[src/rtl/ar_rxd_pkg.sv]
// Shared constants, types and helpers for the ARINC-429 receiver.
// Rate constants and the Nt selection match the transmitter encoding of Nvel.
package ar_rxd_pkg;

    localparam int unsigned FCLK    = 50_000_000;
    localparam int unsigned V1MB    = 1_000_000;
    localparam int unsigned V100KB  = 100_000;
    localparam int unsigned V50KB   = 50_000;
    localparam int unsigned V12_5KB = 12_500;

    // Half bit period in clocks for each rate
    localparam int unsigned NT3 = FCLK / (2 * V1MB);
    localparam int unsigned NT2 = FCLK / (2 * V100KB);
    localparam int unsigned NT1 = FCLK / (2 * V50KB);
    localparam int unsigned NT0 = FCLK / (2 * V12_5KB);

    localparam int unsigned GAP_MAX = 3 * NT0;
    localparam int unsigned GAP_W   = $clog2(GAP_MAX + 1);
    localparam int unsigned BIT_W   = 6;
    localparam int unsigned WORD_W  = 32;
    localparam int unsigned ADR_W   = 8;
    localparam int unsigned DAT_W   = 23;
    localparam int unsigned BIT_MAX = (1 << BIT_W) - 1;

    typedef enum logic [1:0] {
        ST_IDLE  = 2'd0,
        ST_RX    = 2'd1,
        ST_ABORT = 2'd2
    } rx_state_t;

    typedef struct packed {
        logic [ADR_W-1:0] adr;
        logic [DAT_W-1:0] dat;
    } ar_word_t;

    // Idle threshold that closes a word: 1.5 bit times
    function automatic logic [GAP_W-1:0] tgap_of(input logic [1:0] nvel);
        case (nvel)
            2'd3:    tgap_of = GAP_W'(3 * NT3);
            2'd2:    tgap_of = GAP_W'(3 * NT2);
            2'd1:    tgap_of = GAP_W'(3 * NT1);
            default: tgap_of = GAP_W'(3 * NT0);
        endcase
    endfunction

    // Address arrives MSB first, data LSB first
    function automatic ar_word_t unpack_word(input logic [WORD_W-1:0] sr);
        ar_word_t w;
        for (int i = 0; i < ADR_W; i++) begin
            w.adr[ADR_W-1-i] = sr[i];
        end
        w.dat = sr[ADR_W +: DAT_W];
        return w;
    endfunction

endpackage

[src/rtl/ar_rx_filt.sv]
// Line conditioner: 2-FF synchroniser followed by a 2-sample agreement filter.
// A new level appears on o_q three clocks after it reaches i_d.
module ar_rx_filt (
    input  logic clk,
    input  logic rst_n,
    input  logic i_d,
    output logic o_q
);

    logic r_s1;
    logic r_s2;
    logic r_q;

    always_ff @(posedge clk) begin
        if (!rst_n) begin
            r_s1 <= 1'b0;
            r_s2 <= 1'b0;
            r_q  <= 1'b0;
        end else begin
            r_s1 <= i_d;
            r_s2 <= r_s1;
            if (r_s1 == r_s2) begin
                r_q <= r_s2;
            end
        end
    end

    assign o_q = r_q;

endmodule

[src/rtl/ar_rxd.sv]
// ARINC-429 receiver: decodes bipolar RZ pulse pairs into 32-bit words and
// reports good words and framing/parity/line errors as one-clock strobes.
module ar_rxd
    import ar_rxd_pkg::*;
(
    input  logic             clk,
    input  logic             rst_n,
    input  logic [1:0]       Nvel,
    input  logic             RXD1,
    input  logic             RXD0,
    output logic [ADR_W-1:0] ADR,
    output logic [DAT_W-1:0] DAT,
    output logic             ce_wr,
    output logic             err_par,
    output logic             err_len,
    output logic             err_line,
    output logic             en_rx,
    output logic [BIT_W-1:0] cb_bit
);

    logic w_r1;
    logic w_r0;

    ar_rx_filt u_filt1 (.clk(clk), .rst_n(rst_n), .i_d(RXD1), .o_q(w_r1));
    ar_rx_filt u_filt0 (.clk(clk), .rst_n(rst_n), .i_d(RXD0), .o_q(w_r0));

    rx_state_t         r_state;
    rx_state_t         w_state_n;
    logic [GAP_W-1:0]  r_cb_gap;
    logic [GAP_W-1:0]  w_cb_gap_n;
    logic [GAP_W-1:0]  w_tgap;
    logic              r_any_d;
    logic [1:0]        r_nvel_d;
    logic [BIT_W-1:0]  r_cb_bit;
    logic [BIT_W-1:0]  w_cb_bit_n;
    logic [WORD_W-1:0] r_sr;
    logic [WORD_W-1:0] w_sr_n;
    ar_word_t          r_word;
    ar_word_t          w_word_n;
    logic              r_ce_wr,  w_ce_wr_n;
    logic              r_err_par, w_err_par_n;
    logic              r_err_len, w_err_len_n;
    logic              r_err_line, w_err_line_n;
    logic              r_en_rx,  w_en_rx_n;

    logic w_any;
    logic w_bit_ev;
    logic w_line_err;
    logic w_nvel_chg;
    logic w_cnt_clr;
    logic w_gap;

    assign w_any      = w_r1 | w_r0;
    assign w_bit_ev   = w_any & ~r_any_d;
    assign w_line_err = w_r1 & w_r0;
    assign w_nvel_chg = (Nvel != r_nvel_d);
    assign w_tgap     = tgap_of(Nvel);
    assign w_cnt_clr  = w_any | w_nvel_chg;

    // Gap fires on the clock the idle counter reaches the threshold, once per idle period
    assign w_gap = ~w_cnt_clr & (r_cb_gap == (w_tgap - GAP_W'(1)));

    always_comb begin
        w_cb_gap_n = r_cb_gap;
        if (w_cnt_clr) begin
            w_cb_gap_n = '0;
        end else if (r_cb_gap < w_tgap) begin
            w_cb_gap_n = r_cb_gap + GAP_W'(1);
        end else begin
            w_cb_gap_n = w_tgap;
        end
    end

    // Next-state and registered-output logic
    always_comb begin
        w_state_n    = r_state;
        w_cb_bit_n   = r_cb_bit;
        w_sr_n       = r_sr;
        w_word_n     = r_word;
        w_en_rx_n    = r_en_rx;
        w_ce_wr_n    = 1'b0;
        w_err_par_n  = 1'b0;
        w_err_len_n  = 1'b0;
        w_err_line_n = 1'b0;

        if (w_nvel_chg && (r_state != ST_IDLE)) begin
            w_state_n  = ST_IDLE;
            w_en_rx_n  = 1'b0;
            w_cb_bit_n = '0;
        end else begin
            case (r_state)
                ST_IDLE: begin
                    if (w_line_err) begin
                        w_err_line_n = 1'b1;
                        w_state_n    = ST_ABORT;
                    end else if (w_bit_ev) begin
                        w_state_n  = ST_RX;
                        w_cb_bit_n = BIT_W'(1);
                        w_sr_n     = '0;
                        w_sr_n[0]  = w_r1;
                        w_en_rx_n  = 1'b1;
                    end
                end
                ST_RX: begin
                    if (w_line_err) begin
                        w_err_line_n = 1'b1;
                        w_en_rx_n    = 1'b0;
                        w_state_n    = ST_ABORT;
                    end else if (w_gap) begin
                        w_en_rx_n = 1'b0;
                        w_state_n = ST_IDLE;
                        if (r_cb_bit != BIT_W'(WORD_W)) begin
                            w_err_len_n = 1'b1;
                        end else if (!(^r_sr)) begin
                            w_err_par_n = 1'b1;
                        end else begin
                            w_ce_wr_n = 1'b1;
                            w_word_n  = unpack_word(r_sr);
                        end
                    end else if (w_bit_ev) begin
                        if (r_cb_bit != BIT_W'(BIT_MAX)) begin
                            w_cb_bit_n = r_cb_bit + BIT_W'(1);
                        end
                        if (!r_cb_bit[BIT_W-1]) begin
                            w_sr_n[r_cb_bit[BIT_W-2:0]] = w_r1;
                        end
                    end
                end
                ST_ABORT: begin
                    if (w_gap) begin
                        w_state_n = ST_IDLE;
                    end
                end
                default: begin
                    w_state_n = ST_IDLE;
                end
            endcase
        end
    end

    always_ff @(posedge clk) begin
        if (!rst_n) begin
            r_state    <= ST_IDLE;
            r_cb_gap   <= '0;
            r_any_d    <= 1'b0;
            r_nvel_d   <= Nvel;
            r_cb_bit   <= '0;
            r_sr       <= '0;
            r_word     <= '0;
            r_en_rx    <= 1'b0;
            r_ce_wr    <= 1'b0;
            r_err_par  <= 1'b0;
            r_err_len  <= 1'b0;
            r_err_line <= 1'b0;
        end else begin
            r_state    <= w_state_n;
            r_cb_gap   <= w_cb_gap_n;
            r_any_d    <= w_any;
            r_nvel_d   <= Nvel;
            r_cb_bit   <= w_cb_bit_n;
            r_sr       <= w_sr_n;
            r_word     <= w_word_n;
            r_en_rx    <= w_en_rx_n;
            r_ce_wr    <= w_ce_wr_n;
            r_err_par  <= w_err_par_n;
            r_err_len  <= w_err_len_n;
            r_err_line <= w_err_line_n;
        end
    end

    assign ADR      = r_word.adr;
    assign DAT      = r_word.dat;
    assign ce_wr    = r_ce_wr;
    assign err_par  = r_err_par;
    assign err_len  = r_err_len;
    assign err_line = r_err_line;
    assign en_rx    = r_en_rx;
    assign cb_bit   = r_cb_bit;

endmodule
[config.mk]
export PLATFORM = sky130hd
export DESIGN_NAME = ar_rxd
export DESIGN_NICKNAME = d
export VERILOG_FILES = /design/src/rtl/ar_rxd_pkg.sv /design/src/rtl/ar_rx_filt.sv /design/src/rtl/ar_rxd.sv
export SDC_FILE = /design/constraint.sdc
export NUM_CORES = 1
export LEC_CHECK = 0
export ABC_CLOCK_PERIOD_IN_PS = 6400
export CORE_UTILIZATION = 55
export CTS_BUF_LIST = sky130_fd_sc_hd__clkbuf_16
export DETAILED_ROUTE_END_ITERATION = 6
export MAX_ROUTING_LAYER = met4
export PLACE_DENSITY = 0.8
export REMOVE_ABC_BUFFERS = 1
export SLEW_MARGIN = 20
export SYNTH_ARGS = -nofsm -noshare
export SYNTH_HDL_FRONTEND = slang
export SYNTH_HIERARCHICAL = 1
export SYNTH_SLANG_ARGS = --single-unit
export TNS_END_PERCENT = 30
[constraint.sdc]
create_clock -name clk -period 6.4 [get_ports clk]
set_input_delay 1.6 -clock clk [delete_from_list [all_inputs] [get_ports clk]]
set_output_delay 1.6 -clock clk [all_outputs]
set_load 0.05 [all_outputs]
**Yosys cells after proc, flatten, opt, wreduce, memory -nomap -nowiden**

Cells that the tools add are included.

- Bits in registers: 98
- Bits of input ports: 6
- Output and inout bits: 42

- Add/subtract/negate cells: 3
- Magnitude comparators: 3
- Eq/ne operators: 20
- Multiplexer cells: 33
- Bitwise operators: 14
- Reductions and logical operators: 16

Operators with widths:

| kind | number |
|---|---|
| $mux W32 | 6 |
| $pmux W32 S2 | 1 |
| $pmux W13 S3 | 1 |
| $mux W6 | 6 |
| $bwmux W32 | 1 |
| $reduce_xor A32 Y1 | 1 |
| $ne A2 B2 Y1 const B | 7 |
| $add A13 B1 Y13 const B | 1 |
| $eq A13 B13 Y1 | 1 |
| $lt A13 B13 Y1 | 1 |
| $mux W13 | 1 |
| $sub A13 B1 Y13 const B | 1 |
| $ne A6 B6 Y1 const B | 2 |
| $pmux W6 S2 | 1 |
| $mux W1 | 9 |
| $not A1 Y1 | 9 |
| $mux W2 | 4 |
| $reduce_and A8 Y1 | 1 |
| $reduce_and A7 Y1 | 1 |
| $add A6 B1 Y6 const B | 1 |
| $eq A2 B2 Y1 const B | 3 |
| $lt A5 B6 Y1 const B | 1 |
| $ne A3 B3 Y1 const B | 2 |
| $pmux W2 S3 | 1 |
| 17 further kinds | 26 |

**Longest topological paths before layout**

Gate-level depths: netlist of the first run.

- Depth in word-level cells: 10
- Gate-level depth with buffers: 13
- Depth with buffers taken out: 11

**Modules after synthesis**

Netlist of the first run, hierarchy kept.

Modules (own cells, without submodules):

| module | instances | cells each | area an instance (um2) |
|---|---|---|---|
| ar_rxd | 1 | 550 | 4868.4 |
| ar_rx_filt | 2 | 8 | 90.1 |

**Worst setup path before layout of the first run**

OpenSTA, ideal clock, no wires.

- Path type: in2reg
- Start: input port Nvel[0]
- End: register r_word, in the netlist ADR[0]
- Data arrival time: 3685 ps
- Slack: 2583 ps
- Stages: 11
- Buffers on the path: 1
- Cell sequence: inv_1 ha_1 inv_1 ha_1 nand4b_1 nor3_1 o2111ai_4 or3_1 clkbuf_1 o21ai_1 a21oi_1

- Longest elaborated chain between the ends: 6
- Elaborated cells on any way between the ends: 13
- Classes of those cells: add/sub (1); eq/ne (5); mux (1); bitwise (4); reduce/logical (2)

RTL lines:

| element | line | RTL |
|---|---|---|
| start: declaration | ar_rxd.sv:8 | `input logic [1:0] Nvel,` |
| $eq A2 B1 Y1 / $eq A2 B2 Y1 (equally long branches) | ar_rxd_pkg.sv:38 | `case (nvel)` |
| $pmux W13 S3 | ar_rxd_pkg.sv:38 |  |
| $sub A13 B1 Y13 | ar_rxd.sv:61 | `assign w_gap = ~w_cnt_clr & (r_cb_gap == (w_tgap - GAP_W'(1)));` |
| $eq A13 B13 Y1 | ar_rxd.sv:61 |  |
| $and A1 B1 Y1 | ar_rxd.sv:61 |  |
| $reduce_and A6 Y1 (no source line) (*) | - |  |
| end signal: assignment | ar_rxd.sv:162 | `r_word <= w_word_n;` |
| end: declaration | ar_rxd.sv:38 | `ar_word_t r_word;` |

Mark *: on every way between the ends. The rest lies on a longest branch, timed or not.
A chain may end at the register's enable or synchronous reset.

**Final worst setup path of the first run**

- Start: input port Nvel[1]
- End: register r_word, in the netlist DAT[9]

The elaborated chain is that of the path after synthesis.

==> results.json, run 1 <==
{
  "outcome": "complete, but fails checks",
  "violations": "design-rule violations",
  "fillCellCount": 735,
  "dp_hpwl_mm": 8.006,
  "drive_gt1_share_pct": 11.19,
  "htreeDepth": 3,
  "synth_warnings": 6,
  "whs_path_depth": 2,
  "grt_util_all_layers_pct": 27.43,
  "final_common_cell": "dfxtp_1",
  "antenna_cells": 0,
  "synth_seq_area_share_pct": 38.86,
  "rrSetupSlack_ns": 3.67,
  "viasPerCell": 6.054,
  "finalCritPeriodShare_pct": 74.19,
  "min_from": "u_filt0/r_s2",
  "finalCriticalPeriod_ns": 4.748,
  "cts_tree": "built",
  "nNetsFinal": 622,
  "crit_slowest_cell": "or3_2",
  "max_stage_delay_ns": 0.77,
  "post-cts-setup-buffers": 0,
  "critical_path.cell_chain": "clkdlybuf4s50_1, inv_1, ha_1, inv_1, ha_1, nand4b_1, nor3_1, o2111ai_4, or3_2, o21ai_0, a21oi_1",
  "clkSinkCount": 98,
  "intPower_mw": 0.8945,
  "leakage_nw": 2.033,
  "vias": 4280,
  "setup_viol": 0,
  "portBuffers": 47,
  "ctsHoldBuffers": 0,
  "p_comb_share_pct": 5.2,
  "end_kind": "register",
  "required_ns": 6.63,
  "drv_cap": 0,
  "timing_max_transition_violations_final": 0,
  "drt-total-wl_mm": 12.06,
  "max-slew-margin-rel_pct": 44.54,
  "fmax_mhz": 210.6,
  "ant_nets": 0,
  "wl_per_cell_microns": 17.06,
  "grt_pass1_wl_mm": 20.42,
  "core-area_sq_um": 8806,
  "cts_buffers": 9,
  "multi_input_area_sq_um": 2854,
  "final-seq-area_sq_um": 1962,
  "cts_root_buf": "clkbuf_16",
  "pwr-share-seq_pct": 52.2,
  "drtPass1Iterations": 7,
  "ys_types": 54,
  "hold_class": "reg2reg",
  "fin_cells": 707,
  "start_util_pct": 57.33,
  "clk_latency_ns": 0.35,
  "areaGrowthSynthToFinish_pct": 14.67,
  "antenna_found_initial": 0,
  "r2r-start": "cb_bit[2]",
  "peakVddDrop_uv": 126.6,
  "clock_path_buffers": 2,
  "async_flop_share_pct": 0,
  "rows": 34,
  "p_clk_share_pct": 42.6,
  "gp_congestion": 0.9440,
  "cp_max_fo": 31,
  "worstMarginPinSlew_ns": 0.8263,
  "cts.clk_slew.worst_paths_ns": 0.07,
  "whs_endpoint": "u_filt0/o_q",
  "avgSynthCellArea_sq_um": 8.920,
  "dieWidth_microns": 97.81,
  "p_sw_share_pct": 24.09,
  "final_cell_mix": "98 x dfxtp_1, 71 x a21oi_1, 46 x clkdlybuf4s50_1",
  "power_density_nw_per_um2": 203.5,
  "hold_violations": 0,
  "timing.rr.end": "DAT[9]",
  "rsz0062_at_grt": "no",
  "crit_type": "in2reg",
  "start_kind": "input pin",
  "drc": 6,
  "die_height_microns": 97.81,
  "grt.overflow.total": 0,
  "drt_iter0_markers": 352,
  "arrival_ns": 4.97,
  "dpl.cell_count": 691,
  "grt_pass1_vias": 4108,
  "io_pins": 48,
  "setup-tns-final_ns": 0,
  "syn_inst": 566,
  "ys_ff_latch": 98,
  "synth-edff-count": 0,
  "die-area_sq_um": 9567,
  "cts_resized": 0,
  "grt_max_degree": 52,
  "r2r_cells": 5,
  "skew_ns": 0.01068,
  "switchingPower_mw": 0.2838,
  "syn-cell-area_sq_um": 5049,
  "dominantRegCellSynth": "dfxtp_1"
}
## power by group through the flow
stage          Combinational, mW  Sequential, mW  Clock (mW)
6_report                  0.0609           0.616       0.502
5_1_grt                   0.0673           0.616       0.535
4_1_cts                   0.0606           0.616       0.505
3_5_place_dp              0.0599           0.630           0
3_3_place_gp              0.0583           0.629           0
2_1_floorplan             0.0361           0.630           0
## final cells by class
class | instances | share of cell area (%)
Tap cell | 108 | 2.334
Clock inverter | 7 | 0.7997
Timing Repair Buffer | 54 | 8.947
Inverter | 13 | 0.8429
Multi-Input combinational cell | 418 | 49.30
Clock buffer | 9 | 3.890
Sequential cell | 98 | 33.89
## through the flow
| stage | utilization, % | hold WS, ns | area, sq um | total power, mW | setup WS [ns] |
|---|---|---|---|---|---|
| after floorplan | - | 0.4427 | 4856 | 0.6664 | 1.450 |
| after global placement | 62.62 | 0.4473 | 5514 | 0.6877 | 1.322 |
| after detailed placement | 62.65 | 0.4627 | 5517 | 0.6895 | 1.212 |
| after CTS | 65.73 | 0.4679 | 5788 | 1.181 | 1.572 |
| after global routing | 65.74 | 0.4936 | 5789 | 1.218 | 1.434 |
| final | 65.74 | 0.4661 | 5789 | 1.178 | 1.652 |
## layer usage
| metal | vias up | wire length [microns] | GRT usage, % |
|---|---|---|---|
| met2 | 136 | 5905 | 45.12 |
| li1 | 2088 | - | - |
| met5 | - | 0 | - |
| met3 | 20 | 515 | 3.794 |
| met1 | 2036 | 5445 | 34.89 |
| met4 | 0 | 195 | 8.974 |
## cells in the mapped netlist, drive strengths merged (2+ instances only)
| library cell | instances | area, sq um |
|---|---|---|
| or2 | 2 | 12.51 |
| o211ai | 33 | 382.9 |
| a211oi | 5 | 37.54 |
| nor2 | 19 | 71.32 |
| o21ai | 69 | 345.3 |
| nand2 | 34 | 127.6 |
| nor3b | 3 | 22.52 |
| nor3 | 12 | 65.06 |
| and2 | 6 | 40.03 |
| a21oi | 71 | 355.3 |
| xor2 | 16 | 147.7 |
| nand4 | 2 | 12.51 |
| inv | 12 | 45.04 |
| o31ai | 4 | 35.03 |
| or3 | 4 | 25.02 |
| dfxtp | 98 | 1962 |
| ha | 22 | 275.3 |
| and3 | 8 | 50.05 |
| o2111ai | 2 | 35.04 |
| mux2i | 6 | 60.06 |
| nand3 | 40 | 200.2 |
| buf | 17 | 117.6 |
| xnor2 | 35 | 344.1 |
| o21a | 3 | 22.52 |
| and3b | 2 | 17.52 |
| nand2b | 2 | 12.51 |
| nor2b | 2 | 12.51 |
| clkbuf | 20 | 75.07 |
| a21boi | 2 | 15.01 |
## flip-flops by register name, summed over array words and instances, names as in the netlist
signal,cells
err_line,1
DAT,23
ce_wr,1
ADR,8
u_filt1/r_s2,1
err_par,1
u_filt0/o_q,1
r_cb_gap,13
r_any_d,1
r_nvel_d,2
cb_bit,6
u_filt1/r_s1,1
r_sr,32
en_rx,1
r_state,2
err_len,1
u_filt0/r_s1,1
u_filt0/r_s2,1
u_filt1/o_q,1
## kinds of logic (layout without fill, tap and decap cells)
logic type      count (synthesis)  in the layout  synth area share (%)
compound gates                197            197                 25.63
simple gates                  142            142                 14.35
flops                          98             98                 38.86
xor+xnor                       51             51                 9.740
buf+inv                        50             83                 4.783
fa+ha+maj                      22             22                 5.452
mux                             6              6                 1.190
## worst max-delay path: cells and delay by family
family	cells	cell delay, ns
AOI/OAI and AO/OA	3	0.57
and+or+nand+nor	3	1.33
adders and majority gates	2	0.61
buffers and inverters	3	0.86
## worst max path at each step
stage                  from  endpoint  slack (ns)
global placement    Nvel[1]    DAT[9]        1.32
floorplan           Nvel[0]    ADR[0]        1.45
global route        Nvel[1]  r_sr[15]        1.43
finish              Nvel[1]    DAT[9]        1.65
CTS                 Nvel[1]    ADR[1]        1.57
detailed placement  Nvel[1]    ADR[1]        1.21
(Power assumes the default switching activity.)
==> run 2: changes to the inputs <==
Settings changed: ABC_CLOCK_PERIOD_IN_PS 6400 to 5000.
Clock period 6.4 ns to 5 ns, I/O delays scaled along.
==> run 2 against run 1 <==
The run still ends with design-rule violations left; power up 29%; sequential cell count unchanged; sequential power up 28%; sequential share of layout area decreased by 0.30 points; routed wire length shrank 0.59%; final area rose by 0.91%; worst hold slack gained 0.0097 ns; utilization rose by 0.60 points; largest cell class unchanged; register-to-register slack worse by 1.2 ns; critical path depth rose by 1; largest power group unchanged; clock power rose by 30%.
==> results.json, run 2 (synthesis results as in run 1) <==
{
  "outcome": "complete, but fails checks",
  "violations": "design-rule violations",
  "io_pins": 48,
  "power_mw": 1.522,
  "arrival_ns": 4.38,
  "areaGrowthSynthToFinish_pct": 15.71,
  "grt_pass1_vias": 4060,
  "grt_util_all_layers_pct": 26.68,
  "skew_ns": 0.009797,
  "required_ns": 5.22,
  "dp_hpwl_mm": 7.991,
  "timing_max_transition_violations_final": 0,
  "viasPerCell": 6.144,
  "worstMarginPinSlew_ns": 0.8088,
  "cts_buffers": 9,
  "drv_cap": 0,
  "clk_latency_ns": 0.35,
  "start_kind": "input pin",
  "drc": 6,
  "cts_root_buf": "clkbuf_16",
  "setup_ws_ns": 0.8375,
  "grt_pass1_wl_mm": 19.81,
  "drt-total-wl_mm": 11.99,
  "p_clk_share_pct": 43.0,
  "grt.overflow.total": 0,
  "power_density_nw_per_um2": 260.6,
  "core-area_sq_um": 8806,
  "ctsHoldBuffers": 0,
  "portBuffers": 47,
  "cts_resized": 0,
  "cp_max_fo": 15,
  "dieWidth_microns": 97.81,
  "fillCellCount": 716,
  "drt_iter0_markers": 374,
  "max_flop_register": "r_sr",
  "hold_violations": 0,
  "finalInstanceArea_sq_um": 5842,
  "rows": 34,
  "ant_nets": 0,
  "drtPass1Iterations": 7,
  "grt_max_degree": 51,
  "p_comb_share_pct": 5.2,
  "hold_class": "reg2reg",
  "rsz0062_at_grt": "no",
  "fmax_mhz": 240.2,
  "post-cts-setup-buffers": 0,
  "leakage_nw": 2.052,
  "finalCriticalPeriod_ns": 4.163,
  "start_util_pct": 57.33,
  "final_common_cell": "dfxtp_1",
  "setup-tns-final_ns": 0,
  "antenna_cells": 0,
  "htreeDepth": 3,
  "drive_gt1_share_pct": 11.46,
  "peakVddDrop_uv": 175.9,
  "setup_viol": 0,
  "nNetsFinal": 625,
  "cts.clk_slew.worst_paths_ns": 0.07,
  "dpl_cell_area_sq_um": 5562,
  "wl_per_cell_microns": 16.89,
  "switchingPower_mw": 0.3710,
  "crit_type": "in2reg",
  "clkSinkCount": 98,
  "dpl.cell_count": 694,
  "end_kind": "register",
  "max-slew-margin-rel_pct": 45.63,
  "vias": 4362,
  "intPower_mw": 1.151,
  "cts_tree": "built",
  "pwr-share-seq_pct": 51.8,
  "final_cell_mix": "98 x dfxtp_1, 71 x a21oi_1, 46 x clkdlybuf4s50_1",
  "largest_reg_flops": 32,
  "die_height_microns": 97.81,
  "gp_congestion": 0.9589,
  "antenna_found_initial": 0,
  "die-area_sq_um": 9567,
  "post-place-ws_ns": 0.5500,
  "fin_cells": 710,
  "clock_path_buffers": 2,
  "p_sw_share_pct": 24.37,
  "finalCritPeriodShare_pct": 83.25
}
-- run 2: cell types whose count changed in the layout (fill, tap and decap cells not counted), sizes merged --
| cell | before | now |
|---|---|---|
| inv | 15 | 16 |
| clkinv | 4 | 3 |
| buf | 8 | 11 |
-- run 2: worst max-delay path: stages --
cell and delay [ns]:
clkdlybuf4s50_1 0.58, inv_1 0.12, ha_1 0.35, inv_1 0.09, ha_1 0.29, nand3_1 0.13
nor3_1 0.44, o2111ai_4 0.24, or3_1 0.41, buf_4 0.23, o21ai_0 0.16, a21oi_1 0.09
-- run 2: power groups by stage --
| stage | logic (mW) | registers [mW] | clock network [mW] |
|---|---|---|---|
| final | 0.0795 | 0.788 | 0.655 |
| after global routing | 0.0873 | 0.788 | 0.693 |
| after CTS | 0.0794 | 0.788 | 0.657 |
| after detailed placement | 0.0779 | 0.806 | 0 |
| after global placement | 0.0760 | 0.806 | 0 |
| after floorplan | 0.0462 | 0.807 | 0 |
-- run 2: final cells by class --
cell class	count	area (sq um)	share of cell area [%]
multi-input combinational	418	2853	48.83
inverter	13	48.80	0.8353
clock inverter	7	52.55	0.8996
clock buffer	9	225.2	3.855
timing repair buffer	57	565.5	9.681
tap	108	135.1	2.313
sequential	98	1962	33.58
-- run 2: per-layer routing --
metal,track usage [%],up-vias,wire (microns)
met5,-,-,0
met4,11.19,0,272
met3,2.792,27,628
met2,43.21,154,5617
met1,34.09,2080,5473
li1,-,2101,-
-- run 2: final timing paths --
| path | from | to | slack, ns | cells after the start |
|---|---|---|---|---|
| worst max-delay path | Nvel[0] | DAT[9] | 0.84 | 12 |
| worst min-delay path | DAT[13] | DAT[13] | 0.48 | 2 |
| worst max register to register | r_cb_gap[10] | DAT[9] | 2.52 | 8 |
| worst min register to register | DAT[13] | DAT[13] | 0.48 | 2 |
-- run 2: per-stage QoR --
step                hold WS (ns)  utilization (%)
global placement          0.4462            63.16
detailed placement        0.4679            63.16
global route              0.5049            66.34
floorplan                 0.4427                -
CTS                       0.4765            66.31
finish                    0.4758            66.34
==> run 3: changes to the inputs <==
Settings changed: ABC_CLOCK_PERIOD_IN_PS 5000 to 4200.
Clock period 5 ns to 4.2 ns, I/O delays scaled along.
==> run 3 against run 2 <==
The run still ends with design-rule violations left; clock power is 28% higher; register-to-register slack worse by 0.88 ns; power rose by 23%; first-iteration DRC count shrank 23%; sequential cell count unchanged; routed wire length about the same; via count down 1.3%; combinational power rose by 20%; utilization grew 0.36 points.
==> results.json, run 3 (synthesis results as in run 1) <==
{
  "hold_violations": 0,
  "clk_latency_ns": 0.34,
  "finalCritPeriodShare_pct": 92.08,
  "end_kind": "register",
  "viasPerCell": 6.028,
  "grt_max_degree": 51,
  "wl_per_cell_microns": 16.79,
  "switchingPower_mw": 0.4391,
  "core-area_sq_um": 8806,
  "final_common_cell": "dfxtp_1",
  "timing_max_transition_violations_final": 0,
  "cp_max_fo": 34,
  "power_density_nw_per_um2": 318.5,
  "cts_resized": 0,
  "clkSinkCount": 98,
  "antenna_found_initial": 0,
  "pwr-share-seq_pct": 50.1,
  "skew_ns": 0.009065,
  "vias": 4304,
  "cts_root_buf": "clkbuf_16",
  "grt_util_all_layers_pct": 27.28,
  "final_cell_mix": "98 x dfxtp_1, 71 x a21oi_1, 46 x clkdlybuf4s50_1",
  "final-seq-area_sq_um": 1962,
  "cts_tree": "built",
  "hold_class": "reg2reg",
  "antenna_cells": 0,
  "crit_type": "in2reg",
  "setup_ws_ns": 0.3328,
  "clock_path_buffers": 2,
  "areaGrowthSynthToFinish_pct": 16.33,
  "grt_pass1_wl_mm": 20.33,
  "p_comb_share_pct": 5.1,
  "finalCriticalPeriod_ns": 3.867,
  "rows": 34,
  "die-area_sq_um": 9567,
  "drive_gt1_share_pct": 12.05,
  "largest_reg_flops": 32,
  "outcome": "complete, but fails checks",
  "leakage_nw": 2.073,
  "drtPass1Iterations": 7,
  "max-slew-margin-rel_pct": 44.53,
  "htreeDepth": 3,
  "nNetsFinal": 629,
  "post-cts-setup-buffers": 0,
  "portBuffers": 47,
  "dp_hpwl_mm": 8.173,
  "arrival_ns": 4.12,
  "violations": "design-rule violations",
  "fillCellCount": 734,
  "cts.clk_slew.worst_paths_ns": 0.07,
  "rrSetupSlack_ns": 1.64,
  "drt_iter0_markers": 287,
  "ctsHoldBuffers": 0,
  "ant_nets": 0,
  "grt_pass1_vias": 4179,
  "p_clk_share_pct": 44.8,
  "start_util_pct": 57.33,
  "start_kind": "input pin",
  "max_flop_register": "r_sr",
  "post-place-ws_ns": 0.008026,
  "cts_buffers": 9,
  "p_sw_share_pct": 23.47,
  "peakVddDrop_uv": 205.3,
  "fmax_mhz": 258.6,
  "wl_met1_mm": 5.389,
  "gp_congestion": 0.9050,
  "drc": 6,
  "dpl_cell_area_sq_um": 5570,
  "required_ns": 4.46,
  "top_layer_used": "met4",
  "rsz0062_at_grt": "no",
  "met2_length_mm": 5.804,
  "setup_viol": 0,
  "multi_input_area_sq_um": 2850,
  "finalInstanceArea_sq_um": 5873,
  "dieWidth_microns": 97.81,
  "intPower_mw": 1.432,
  "worstMarginPinSlew_ns": 0.8320,
  "io_pins": 48,
  "grt.overflow.total": 0,
  "wl_met3_microns": 618,
  "drt-total-wl_mm": 11.99,
  "setup-tns-final_ns": 0,
  "die_height_microns": 97.81,
  "drv_cap": 0
}
==> run 3: layout make-up <==
type	instances	area share [%]
Clock buffer	9	3.835
Clock inverter	7	1.321
Inverter	13	0.8308
Multi-Input combinational cell	418	48.53
Sequential cell	98	33.40
Tap cell	108	2.301
Timing Repair Buffer	61	9.778
==> run 3: metal layers <==
layer	track usage, %	vias up
met5	-	-
met4	9.557	0
met3	3.937	17
met2	44.52	135
met1	34.62	2051
li1	-	2101
==> run 3: through the flow <==
step / utilization, % / total power [mW] / hold WS [ns] / instances
finish: 66.70 / 1.871 / 0.4748 / 714
detailed placement: 63.26 / 1.054 / 0.4576 / 698
global placement: 63.13 / 1.050 / 0.4486 / 697
CTS: 66.70 / 1.878 / 0.4718 / 714
global route: 66.70 / 1.935 / 0.4997 / 714
floorplan: - / 1.015 / 0.4427 / 529
==> run 3: worst paths after layout <==
kind / startpoint / to / depth (start not counted)
worst max-delay path: Nvel[0] / r_sr[30] / 13
worst min-delay path: ADR[4] / ADR[4] / 2
worst max register to register: r_cb_gap[7] / r_sr[30] / 9
worst min register to register: ADR[4] / ADR[4] / 2
==> run 3: worst max-delay path: stages <==
cell             delay (ns)
clkdlybuf4s50_1        0.42
inv_1                  0.11
ha_1                   0.31
inv_1                  0.09
ha_1                   0.30
nand4b_1               0.14
nor3_1                 0.39
o2111ai_4              0.24
a21oi_1                0.19
or3b_1                 0.12
buf_4                  0.43
o211ai_1               0.18
o21ai_0                0.12
==> run 3: power groups by stage <==
stage                     clock network, mW  logic (mW)  registers [mW]
after floorplan                           0      0.0549           0.961
after global placement                    0      0.0907           0.959
after detailed placement                  0      0.0943           0.960
after CTS                             0.845      0.0952           0.938
after global routing                  0.891       0.105           0.938
final                                 0.837      0.0955           0.938
